===== config.mk =====
export PLATFORM = sky130hd
export DESIGN_NAME = hazard_controller
export DESIGN_NICKNAME = d
export VERILOG_FILES = /design/src/rtl/riscv_cpu_pkg.sv /design/src/rtl/hazard_fwd_sel.sv /design/src/rtl/hazard_controller.sv
export SDC_FILE = /design/constraint.sdc
export NUM_CORES = 1
export LEC_CHECK = 0
export BUFFER_PORTS_ARGS = -buffer_cell sky130_fd_sc_hd__buf_4
export CORE_ASPECT_RATIO = 1.1
export CORE_MARGIN = 2
export CORE_UTILIZATION = 50
export CTS_CLUSTER_SIZE = 16
export DETAILED_ROUTE_END_ITERATION = 16
export HOLD_SLACK_MARGIN = 0.03
export PLACE_DENSITY = 0.77
export SYNTH_ARGS = -nofsm -noshare
export SYNTH_HDL_FRONTEND = slang
export SYNTH_HIERARCHICAL = 1
export SYNTH_SLANG_ARGS = --single-unit
export TNS_END_PERCENT = 50

===== constraint.sdc =====
create_clock -name clk_i -period 2.87 [get_ports clk_i]
set_input_delay 0 -clock clk_i [delete_from_list [all_inputs] [get_ports clk_i]]
set_output_delay 0 -clock clk_i [all_outputs]
set_load 0.05 [all_outputs]

===== src/rtl/riscv_cpu_pkg.sv =====
// Shared types for the 5-stage core pipeline control.
// Latency: n/a (types and a pure helper function only).
// Backpressure: n/a.
package riscv_cpu_pkg;

    // Register-file address width used by the scoreboard entries.
    localparam int unsigned REG_ADDR_W = 5;

    // Operand forwarding source, youngest producer first after REG.
    typedef enum logic [1:0] {
        FWD_REG = 2'b00,
        FWD_EX  = 2'b01,
        FWD_MEM = 2'b10,
        FWD_WB  = 2'b11
    } fwd_sel_e;

    // One in-flight destination record held per pipeline stage.
    typedef struct packed {
        logic                  valid;
        logic                  we;
        logic [REG_ADDR_W-1:0] rd;
        logic                  is_load;
    } sb_entry_t;

    // A stage produces rs only if it really writes it; x0 is hardwired zero.
    function automatic logic sb_match(input sb_entry_t e,
                                      input logic [REG_ADDR_W-1:0] rs,
                                      input logic rs_used);
        return e.valid & e.we & (e.rd == rs) & (rs != '0) & rs_used;
    endfunction

endpackage


===== src/rtl/hazard_fwd_sel.sv =====
// Per-operand forward select and load-use detect against the EX/MEM/WB scoreboard.
// Latency: purely combinational, zero cycles.
// Backpressure: none; the caller decides stalls from load_use.
module hazard_fwd_sel
    import riscv_cpu_pkg::*;
(
    input  logic [REG_ADDR_W-1:0] rs,
    input  logic                  rs_used,
    input  sb_entry_t             ex_entry,
    input  sb_entry_t             mem_entry,
    input  sb_entry_t             wb_entry,
    output fwd_sel_e              fwd_sel,
    output logic                  load_use
);

    logic match_ex;
    logic match_mem;
    logic match_wb;

    assign match_ex  = sb_match(ex_entry,  rs, rs_used);
    assign match_mem = sb_match(mem_entry, rs, rs_used);
    assign match_wb  = sb_match(wb_entry,  rs, rs_used);

    // Youngest producer wins; a load in EX has no data yet, so it never forwards
    // and older stages must not be picked either (their value is stale).
    always_comb begin
        fwd_sel  = FWD_REG;
        load_use = match_ex & ex_entry.is_load;
        if (match_ex) begin
            fwd_sel = ex_entry.is_load ? FWD_REG : FWD_EX;
        end else if (match_mem) begin
            fwd_sel = FWD_MEM;
        end else if (match_wb) begin
            fwd_sel = FWD_WB;
        end
    end

endmodule


===== src/rtl/hazard_controller.sv =====
// Pipeline sequencer: scoreboard of EX/MEM/WB writers, stall/flush/bubble and forward selects.
// Latency: controls are combinational from scoreboard + ID/EX inputs; scoreboard/counters update each edge.
// Backpressure: mem_stall_i freezes the whole pipe (scoreboard and counters hold).
module hazard_controller
    import riscv_cpu_pkg::*;
#(
    parameter int unsigned ADDR_WIDTH = 5,
    parameter int unsigned CNT_WIDTH  = 32
) (
    input  logic                  clk_i,
    input  logic                  rst_ni,
    input  logic                  id_valid_i,
    input  logic [ADDR_WIDTH-1:0] id_rs1_i,
    input  logic [ADDR_WIDTH-1:0] id_rs2_i,
    input  logic                  id_rs1_used_i,
    input  logic                  id_rs2_used_i,
    input  logic [ADDR_WIDTH-1:0] id_rd_i,
    input  logic                  id_we_i,
    input  logic                  id_is_load_i,
    input  logic                  id_jal_i,
    input  logic                  ex_redirect_i,
    input  logic                  mem_stall_i,
    output logic                  stall_if_o,
    output logic                  stall_id_o,
    output logic                  flush_if_o,
    output logic                  bubble_ex_o,
    output logic [1:0]            fwd_a_o,
    output logic [1:0]            fwd_b_o,
    output logic [CNT_WIDTH-1:0]  stall_cnt_o,
    output logic [CNT_WIDTH-1:0]  flush_cnt_o
);

    // ADDR_WIDTH is expected to equal REG_ADDR_W; the scoreboard stores rd at that width.
    localparam logic [CNT_WIDTH-1:0] CNT_ONE = {{(CNT_WIDTH-1){1'b0}}, 1'b1};

    sb_entry_t ex_q;
    sb_entry_t mem_q;
    sb_entry_t wb_q;

    fwd_sel_e  fwd_a;
    fwd_sel_e  fwd_b;
    logic      lu_a;
    logic      lu_b;
    logic      lu;
    logic      stall_inc;

    logic [CNT_WIDTH-1:0] stall_cnt_q;
    logic [CNT_WIDTH-1:0] flush_cnt_q;

    hazard_fwd_sel u_fwd_a (
        .rs        (id_rs1_i),
        .rs_used   (id_rs1_used_i),
        .ex_entry  (ex_q),
        .mem_entry (mem_q),
        .wb_entry  (wb_q),
        .fwd_sel   (fwd_a),
        .load_use  (lu_a)
    );

    hazard_fwd_sel u_fwd_b (
        .rs        (id_rs2_i),
        .rs_used   (id_rs2_used_i),
        .ex_entry  (ex_q),
        .mem_entry (mem_q),
        .wb_entry  (wb_q),
        .fwd_sel   (fwd_b),
        .load_use  (lu_b)
    );

    assign lu        = id_valid_i & (lu_a | lu_b);
    assign stall_inc = lu & ~mem_stall_i & ~ex_redirect_i;
    assign fwd_a_o   = fwd_a;
    assign fwd_b_o   = fwd_b;

    // Control priority: memory freeze > EX redirect > load-use > jump in ID.
    // A jal blocked by load-use does not flush; it is re-presented and flushes next cycle.
    always_comb begin
        stall_if_o  = 1'b0;
        stall_id_o  = 1'b0;
        flush_if_o  = 1'b0;
        bubble_ex_o = 1'b0;
        if (mem_stall_i) begin
            stall_if_o = 1'b1;
            stall_id_o = 1'b1;
        end else if (ex_redirect_i) begin
            flush_if_o  = 1'b1;
            bubble_ex_o = 1'b1;
        end else if (lu) begin
            stall_if_o  = 1'b1;
            stall_id_o  = 1'b1;
            bubble_ex_o = 1'b1;
        end else if (id_valid_i & id_jal_i) begin
            flush_if_o = 1'b1;
        end
    end

    // Scoreboard shifts one stage per unfrozen cycle; a bubble enters EX as invalid.
    always_ff @(posedge clk_i or negedge rst_ni) begin
        if (!rst_ni) begin
            ex_q  <= '0;
            mem_q <= '0;
            wb_q  <= '0;
        end else if (!mem_stall_i) begin
            wb_q  <= mem_q;
            mem_q <= ex_q;
            if (bubble_ex_o) begin
                ex_q <= '0;
            end else begin
                ex_q <= '{valid: id_valid_i, we: id_we_i, rd: id_rd_i, is_load: id_is_load_i};
            end
        end
    end

    // Saturating performance counters; flush_if_o is already low during a freeze.
    always_ff @(posedge clk_i or negedge rst_ni) begin
        if (!rst_ni) begin
            stall_cnt_q <= '0;
            flush_cnt_q <= '0;
        end else begin
            if (stall_inc && (stall_cnt_q != '1)) begin
                stall_cnt_q <= stall_cnt_q + CNT_ONE;
            end
            if (flush_if_o && (flush_cnt_q != '1)) begin
                flush_cnt_q <= flush_cnt_q + CNT_ONE;
            end
        end
    end

    assign stall_cnt_o = stall_cnt_q;
    assign flush_cnt_o = flush_cnt_q;

endmodule


Yosys cells after proc, flatten, opt, wreduce, memory -nomap -nowiden
Cells that the tools add are included.

word-level totals
  bits in registers = 86
  latch bits = 0
  bits in writable memories = 0
  bits in read-only memories = 0
  input bits = 25
  output and inout bits = 72
  word-level logic and storage cells = 73
  memories = 0

operators by class
  $add $sub $neg = 2
  multipliers = 0
  div/mod/pow operators = 0
  order comparisons = 0
  eq/ne operators = 8
  shifts and indexed selects = 0
  mux-type cells = 17
  bitwise gates (word level) = 30
  reductions and logical operators = 4

operator list
  cell                                                             number
  32-bit by 1-bit adder with 32-bit output, second input constant  2
  32-bit inequality test, second input constant                    2
  5-bit == test                                                    6
  1-bit bitwise AND                                                27
  2-bit two-way mux                                                6
  1-bit two-way mux                                                10
  5-bit nonzero test                                               2
  8-bit two-way mux                                                1
  1-bit logical AND                                                2
  1-bit inverter                                                   2
  1-bit bitwise OR                                                 1

Logic depth before layout (Yosys ltp)
Gate-level depths: netlist of run 1.

  word-level depth = 11
  depth in mapped cells = 10
  gate-level depth less buffers = 9

Cells and area by module
Netlist of run 1, hierarchy kept.

by module, submodules not included
  module             times used  cells an instance  area an instance (um2)  sequential area each (um2)
  hazard_controller  1           343                4,028.9                 2,202.1
  hazard_fwd_sel     2           31                 256.5                   0.0

Worst setup path after synthesis of run 1
OpenSTA, ideal clock, no wires.

  path type = flip-flop to flip-flop
  start = register ex_q[5] (netlist bit)
  end = register stall_cnt_q[26], in the netlist stall_cnt_o[26]
  setup time = 0.142 ns
  arrival = 2.583 ns
  data required time = 2.728 ns
  slack = 0.145 ns
  cell stages (with the launch flop) = 11
  buffers on the path = 1
  clock period less this slack = 2.725 ns
  cell sequence = dfrtp_1 > xor2_1 > nor4_4 > nand4_1 > nor3_1 > nor2_1 > or3_1 > clkbuf_1 > a2111oi_2 > nand4_1 > xnor2_1

on the way
  longest elaborated chain between the ends = 10
  elaborated cells on any way between the ends = 15
  those cells by class = eq/ne (2); bitwise (12); reduce/logical (1)

ends and longest elaborated chain
  item                            line                      RTL
  start: declaration              hazard_controller.sv:36   sb_entry_t ex_q;
  start signal: assignment        hazard_controller.sv:109  ex_q <= '{valid: id_valid_i, we: id_we_i, rd: id_rd_i, is_load: id_is_load_i};
  5-bit == test                   riscv_cpu_pkg.sv:29       return e.valid & e.we & (e.rd == rs) & (rs != '0) & rs_used;
  1-bit bitwise AND (3 in a row)  riscv_cpu_pkg.sv:29
  1-bit bitwise AND               hazard_fwd_sel.sv:28      load_use = match_ex & ex_entry.is_load;
  named net lu_b                  hazard_controller.sv:43   logic lu_b;
  1-bit bitwise OR                hazard_controller.sv:70   assign lu = id_valid_i & (lu_a | lu_b);
  1-bit bitwise AND               hazard_controller.sv:70
  1-bit bitwise AND (2 in a row)  hazard_controller.sv:71   assign stall_inc = lu & ~mem_stall_i & ~ex_redirect_i;
  1-bit logical AND               hazard_controller.sv:120  if (stall_inc && (stall_cnt_q != '1)) begin
  end signal: assignment          hazard_controller.sv:121  stall_cnt_q <= stall_cnt_q + CNT_ONE;
  end: declaration                hazard_controller.sv:47   logic [CNT_WIDTH-1:0] stall_cnt_q;

The timed path passes the listed nets, and every way through them passes these cells.
A chain may end at the register's enable or synchronous reset.

Worst setup path in the final report of run 1
  start = register ex_q[5] (netlist bit)
  end = register stall_cnt_q[20], in the netlist stall_cnt_o[20]

Same word-level chain as after synthesis.

==> results_dict.tcl, run 1 <==
set metrics [dict create \
    path_clk_slew_ns 0.08 \
    power_switching_uw 860 \
    first_pass_iters 5 \
    overflow 0 \
    maxSlewViolCount 0 \
    rows 36 \
    crit_top_cell "nand4_1" \
    hp-class "input port to flip-flop" \
    crit_arrival_ns 2.93 \
    postPlaceCellArea_um2 5340 \
    period_share_pct 93.7 \
    pwr-share-comb_pct 20.7 \
    drive_gt1_share_pct 31.5 \
    ir_drop_mv 0.399 \
    grt_pass1_vias 3494 \
    design_area_um2 5630 \
    ys_warn_count 6 \
    worstRegToRegCells 10 \
    power_frac_clock_pct 27.2 \
    reg2reg_from "ex_q[5]" \
    worstSkewPairLatency_ns 0.35 \
    die_w_um 94.1 \
    hold_viol_final 0 \
    vias 3563 \
    cp.buffers_inverters 1 \
    slew_headroom_pct 29.1 \
    grt_antenna_before_repair 0 \
    r2r_end "stall_cnt_o[20]" \
    n_antenna_cell 0 \
    leakagePower_uw 0.00259 \
    cts_tree "yes" \
    fin_crit_ns 2.69 \
    core_area_um2 8780 \
    fin_nets 541 \
    grt_pass1_wl_um 16800 \
    dp_hpwl_um 7410 \
    die_area_um2 9710 \
    cts_root_buf "clkbuf_8" \
    worstSetupEndpointType "flip-flop" \
    cp.required_ns 3.11 \
    crit_end "stall_cnt_o[20]" \
    syn_to_final_growth_pct 26.0 \
    num-fill-cells 747 \
    crit_chain "xor2_1 > nor4_4 > nand4_1 > nor3_2 > nor2_1 > or3_4 > a2111oi_2 > buf_4 > nand4_1 > xnor2_1" \
    reg2reg_setup_slack_ns 0.18 \
    timing.fmax_mhz 372 \
    path_depth 10 \
    die_h_um 103 \
    startpoint_type "flip-flop" \
    critPathTopFamily "simple AND/OR/NAND/NOR gates" \
    clock_path_buffers 2 \
    place_congestion 0.921 \
    vias_per_cell 5.64 \
    tightest_slew_ns 1.06 \
    wl_per_cell_um 16.1 \
    portBuffers 96 \
    grt_max_degree 87 \
    synth_nets 428 \
    netlist_area_um2 4470 \
    cts_buffers 9 \
    critical_path_class "flip-flop to flip-flop" \
    cpMaxStageDelayCell "dfrtp_1" \
    rsz0062_at_grt "false" \
    skew_ns 0.00924 \
    syn_area_per_cell_um2 11.1 \
    path_max_fanout 5 \
    start_util_pct 50.9 \
    ant_nets 0 \
    pwr_density_cell_nw_per_um2 474 \
    syn_inst 401 \
    htree_levels 3 \
    max_cap_violations 0 \
    crit_path_start "ex_q[5]" \
    post-route-drc-count 0 \
    track_usage_pct 22.0 \
    setup_violations 0 \
    postCtsSetupRepairBufs 0 \
    drt_iter0_drc 160 \
    tns_ns 0 \
    cts_sinks 86 \
    pin_count 97 \
    status "completed" \
    p_int_uw 1810 \
    pwr-share-seq_pct 52.1 \
    swShare_pct 32.3 \
    routed_wl_um 10200 \
    max_stage_delay_ns 0.43 \
]
==> tightest hold or removal path: stages <==
cell and delay, ns:
buf_4 0.21, nand2_1 0.09, o31ai_1 0.07
==> per-stage QoR <==
step                      utilization, %  instances  hold WS (ns)  total power, uW  worst slack [ns]
after floorplan                        -        401        -0.296             1760             0.145
after global placement              60.8        607         0.218             1930            0.0928
after detailed placement            60.8        607         0.228             1960           -0.0472
after CTS                           63.9        632        0.0491             2680            0.0501
after global routing                64.1        632        0.0743             2780            0.0323
final                               64.1        632        0.0563             2670             0.181
==> worst min path at each step <==
stage	startpoint	to	slack (ns)	depth (start not counted)
6_report	mem_stall_i	ex_q[7]	0.06	3
5_1_grt	mem_stall_i	ex_q[7]	0.07	3
4_1_cts	mem_stall_i	ex_q[7]	0.05	3
3_5_place_dp	id_rd_i[0]	ex_q[1]	0.23	2
3_3_place_gp	id_rd_i[2]	ex_q[3]	0.22	2
2_1_floorplan	rst_ni	ex_q[0]	-0.30	0
==> cell type report <==
type | count | area (um2) | share of cell area, %
Multi-Input combinational cell | 298 | 2280 | 40.4
Sequential cell | 86 | 2150 | 38.2
Timing Repair Buffer | 115 | 888 | 15.8
Tap cell | 114 | 143 | 2.53
Clock buffer | 10 | 128 | 2.27
Clock inverter | 5 | 27.5 | 0.489
Inverter | 4 | 15.0 | 0.267
==> state kept, by name, indices dropped and copies added (netlist names) <==
name         count
ex_q             8
flush_cnt_o     32
mem_q            7
stall_cnt_o     32
wb_q             7
==> cells in the final DEF, fill, tap and decap left out, drive strengths merged, types with 8 or more instances in the layout <==
cell type / count
dlygate4sd3: 10
nor3: 16
and3: 15
dfrtp: 86
clkbuf: 10
nor2: 14
nand3: 42
mux2: 16
xor2: 25
nand2: 20
buf: 105
and4: 8
xnor2: 65
nand4: 26
==> power by group through the flow <==
stage / Clock, uW / Combinational, uW / Sequential, uW
2_1_floorplan: 0 / 217 / 1540
3_3_place_gp: 0 / 530 / 1400
3_5_place_dp: 0 / 546 / 1410
4_1_cts: 739 / 557 / 1390
5_1_grt: 788 / 590 / 1400
6_report: 725 / 553 / 1390
==> per-layer routing <==
layer | wire [um] | part of all wire, % | GRT usage (%)
met1 | 4310 | 42 | 27.6
met2 | 5050 | 49 | 37.0
met3 | 676 | 6.6 | 5.99
met4 | 168 | 1.6 | 7.25
met5 | 0 | 0 | 0
==> timing repair <==
action | 4_1_cts | 5_1_grt
hold buffers | 10 | 0
hold endpoints to repair | 94 | 0
pin swaps | 0 | 1
setup endpoints to repair | 3 | 26
resized for setup | 1 | 4
Power figures use the tool's default switching activity.
==> run 2: changes to the inputs <==
--- a/config.mk
+++ b/config.mk
@@ -15,2 +15,3 @@
 export PLACE_DENSITY = 0.77
+export REMOVE_ABC_BUFFERS = 1
 export SYNTH_ARGS = -nofsm -noshare
--- a/constraint.sdc
+++ b/constraint.sdc
@@ -3,2 +3,2 @@
 set_output_delay 0 -clock clk_i [all_outputs]
-set_load 0.05 [all_outputs]
+set_load 0.1 [all_outputs]
==> run 2 against run 1 <==
Maximum frequency is 1.2% lower. Sequential power hardly changed. Combinational power is 35% higher. Flip-flop and latch count stayed put. Setup slack worse by 0.032 ns. Critical path type unchanged. Largest cell class unchanged. Largest power group unchanged.
==> results_dict.tcl, run 2 (synthesis results as in run 1) <==
set metrics [dict create \
    grt_max_degree 74 \
    highest_layer "met4" \
    reg2reg_from "ex_q[1]" \
    crit_path_start "ex_q[1]" \
    setup_violations 0 \
    drt_iter0_drc 131 \
    track_usage_pct 21.6 \
    worstSetupEndpointType "flip-flop" \
    worstSkewPairLatency_ns 0.36 \
    startpoint_type "flip-flop" \
    clock_path_buffers 2 \
    cts_tree "yes" \
    n_antenna_cell 0 \
    fin_nets 545 \
    seq_area_um2 2150 \
    leakagePower_uw 0.00262 \
    wl_met3_um 555 \
    dp_cells 609 \
    cts_buffers 9 \
    hold_viol_final 0 \
    design_area_um2 5670 \
    crit_chain "xor2_1 > nor4_4 > nand4_1 > nor3_2 > and4bb_2 > o21bai_1 > a31oi_1 > mux2_2" \
    final_common_cell "buf_4" \
    start_util_pct 50.9 \
    ir_drop_mv 0.853 \
    hp-class "input port to flip-flop" \
    timing.fmax_mhz 367 \
    core_area_um2 8780 \
    cpMaxStageDelayCell "a31oi_1" \
    layout_common_cells "109 x buf_4, 85 x dfrtp_1, 65 x xnor2_1" \
    slew_headroom_pct 32.4 \
    first_pass_iters 4 \
    grt_antenna_before_repair 0 \
    fin_crit_ns 2.72 \
    drive_gt1_share_pct 32.0 \
    cts_sinks 86 \
    tightest_slew_ns 1.01 \
    path_max_fanout 12 \
    postPlaceCellArea_um2 5360 \
    path_clk_slew_ns 0.08 \
    reg2reg_setup_slack_ns 0.15 \
    multiInputGateArea_um2 2260 \
    crit_arrival_ns 2.96 \
    grt_pass1_wl_um 16200 \
    cp.required_ns 3.11 \
    die_w_um 94.1 \
    route.met2.wl_um 5020 \
    worst_slack_ns 0.149 \
    ant_nets 0 \
    dp_hpwl_um 7440 \
    pre_cts_ws_ns 0.106 \
    vias_per_cell 5.52 \
    status "completed" \
    max_stage_delay_ns 0.76 \
    rows 36 \
    critical_path_class "flip-flop to flip-flop" \
    wl_met1_um 4420 \
    max_cap_violations 0 \
    htree_levels 3 \
    num-fill-cells 709 \
    wl_per_cell_um 16.1 \
    die_area_um2 9710 \
    pwr_density_cell_nw_per_um2 521 \
    portBuffers 96 \
    pin_count 97 \
    overflow 0 \
    period_share_pct 94.8 \
    post-route-drc-count 0 \
    routed_wl_um 10300 \
    finalNonFillerCells 636 \
    die_h_um 103 \
    grt_pass1_vias 3370 \
    syn_to_final_growth_pct 26.9 \
    hp-start "mem_stall_i" \
    place_congestion 0.835 \
    vias 3513 \
    cts_root_buf "clkbuf_8" \
    maxSlewViolCount 0 \
    skew_ns 0.0110 \
]
## run 2: cell count changes in the layout (fill, tap and decap cells not counted), sizes merged
cell      delta
bufinv       +1
clkbuf       +1
clkinvlp     -1
clkinv       -1
buf          +4
## run 2: timing repair
action                     4_1_cts  5_1_grt
gates resized for setup          0        5
buffers inserted                 0        2
hold endpoints to repair        79        0
setup endpoints to repair        0       15
hold buffers                    10        0
## run 2: layout make-up
| cell class | count | area share (%) |
|---|---|---|
| Multi-Input combinational cell | 298 | 39.9 |
| Sequential cell | 86 | 38.0 |
| Timing Repair Buffer | 119 | 16.2 |
| Tap cell | 114 | 2.52 |
| Clock buffer | 11 | 2.32 |
| Clock inverter | 4 | 0.861 |
| Inverter | 4 | 0.265 |
## run 2: worst max-delay path, delay by kind of cell (launching register included)
kind / cells / cell delay (ns)
AO/OA/AOI/OAI: 2 / 0.85
XOR/XNOR: 1 / 0.29
flip-flops: 1 / 0.44
multiplexers: 1 / 0.43
AND/OR/NAND/NOR: 4 / 0.61
## run 2: per-stage QoR
stage	utilization [%]	TNS (ns)	hold slack (ns)	total power [uW]
finish	64.6	0	0.0750	2960
global route	64.6	-0.205	0.109	3090
CTS	64.2	0	0.0469	2980
detailed placement	61.0	0	0.196	2140
global placement	61.0	0	0.188	2120
floorplan	-	-3.23	-0.296	1930
## run 2: worst paths after layout
kind                              endpoint  cells after the start
hold reg to reg             stall_cnt_o[8]                      1
max in group asynchronous   flush_cnt_o[2]                      3
min in group asynchronous  stall_cnt_o[27]                      2
setup / recovery            flush_cnt_o[1]                      8
setup reg to reg            flush_cnt_o[1]                      8
hold / removal                     ex_q[7]                      3
## run 2: report_power, final
| group | switching (uW) | leakage (uW) | internal (uW) |
|---|---|---|---|
| Combinational | 530 | 0.00136 | 219 |
| Clock | 420 | 0.0000931 | 397 |
| Sequential | 102 | 0.00117 | 1290 |
| Total | 1050 | 0.00262 | 1910 |
## run 2: per-layer routing
metal	up-vias	global-route usage (%)
met4	0	10.0
met3	21	4.46
met2	102	36.3
li1	1679	-
met1	1711	26.8
met5	-	0
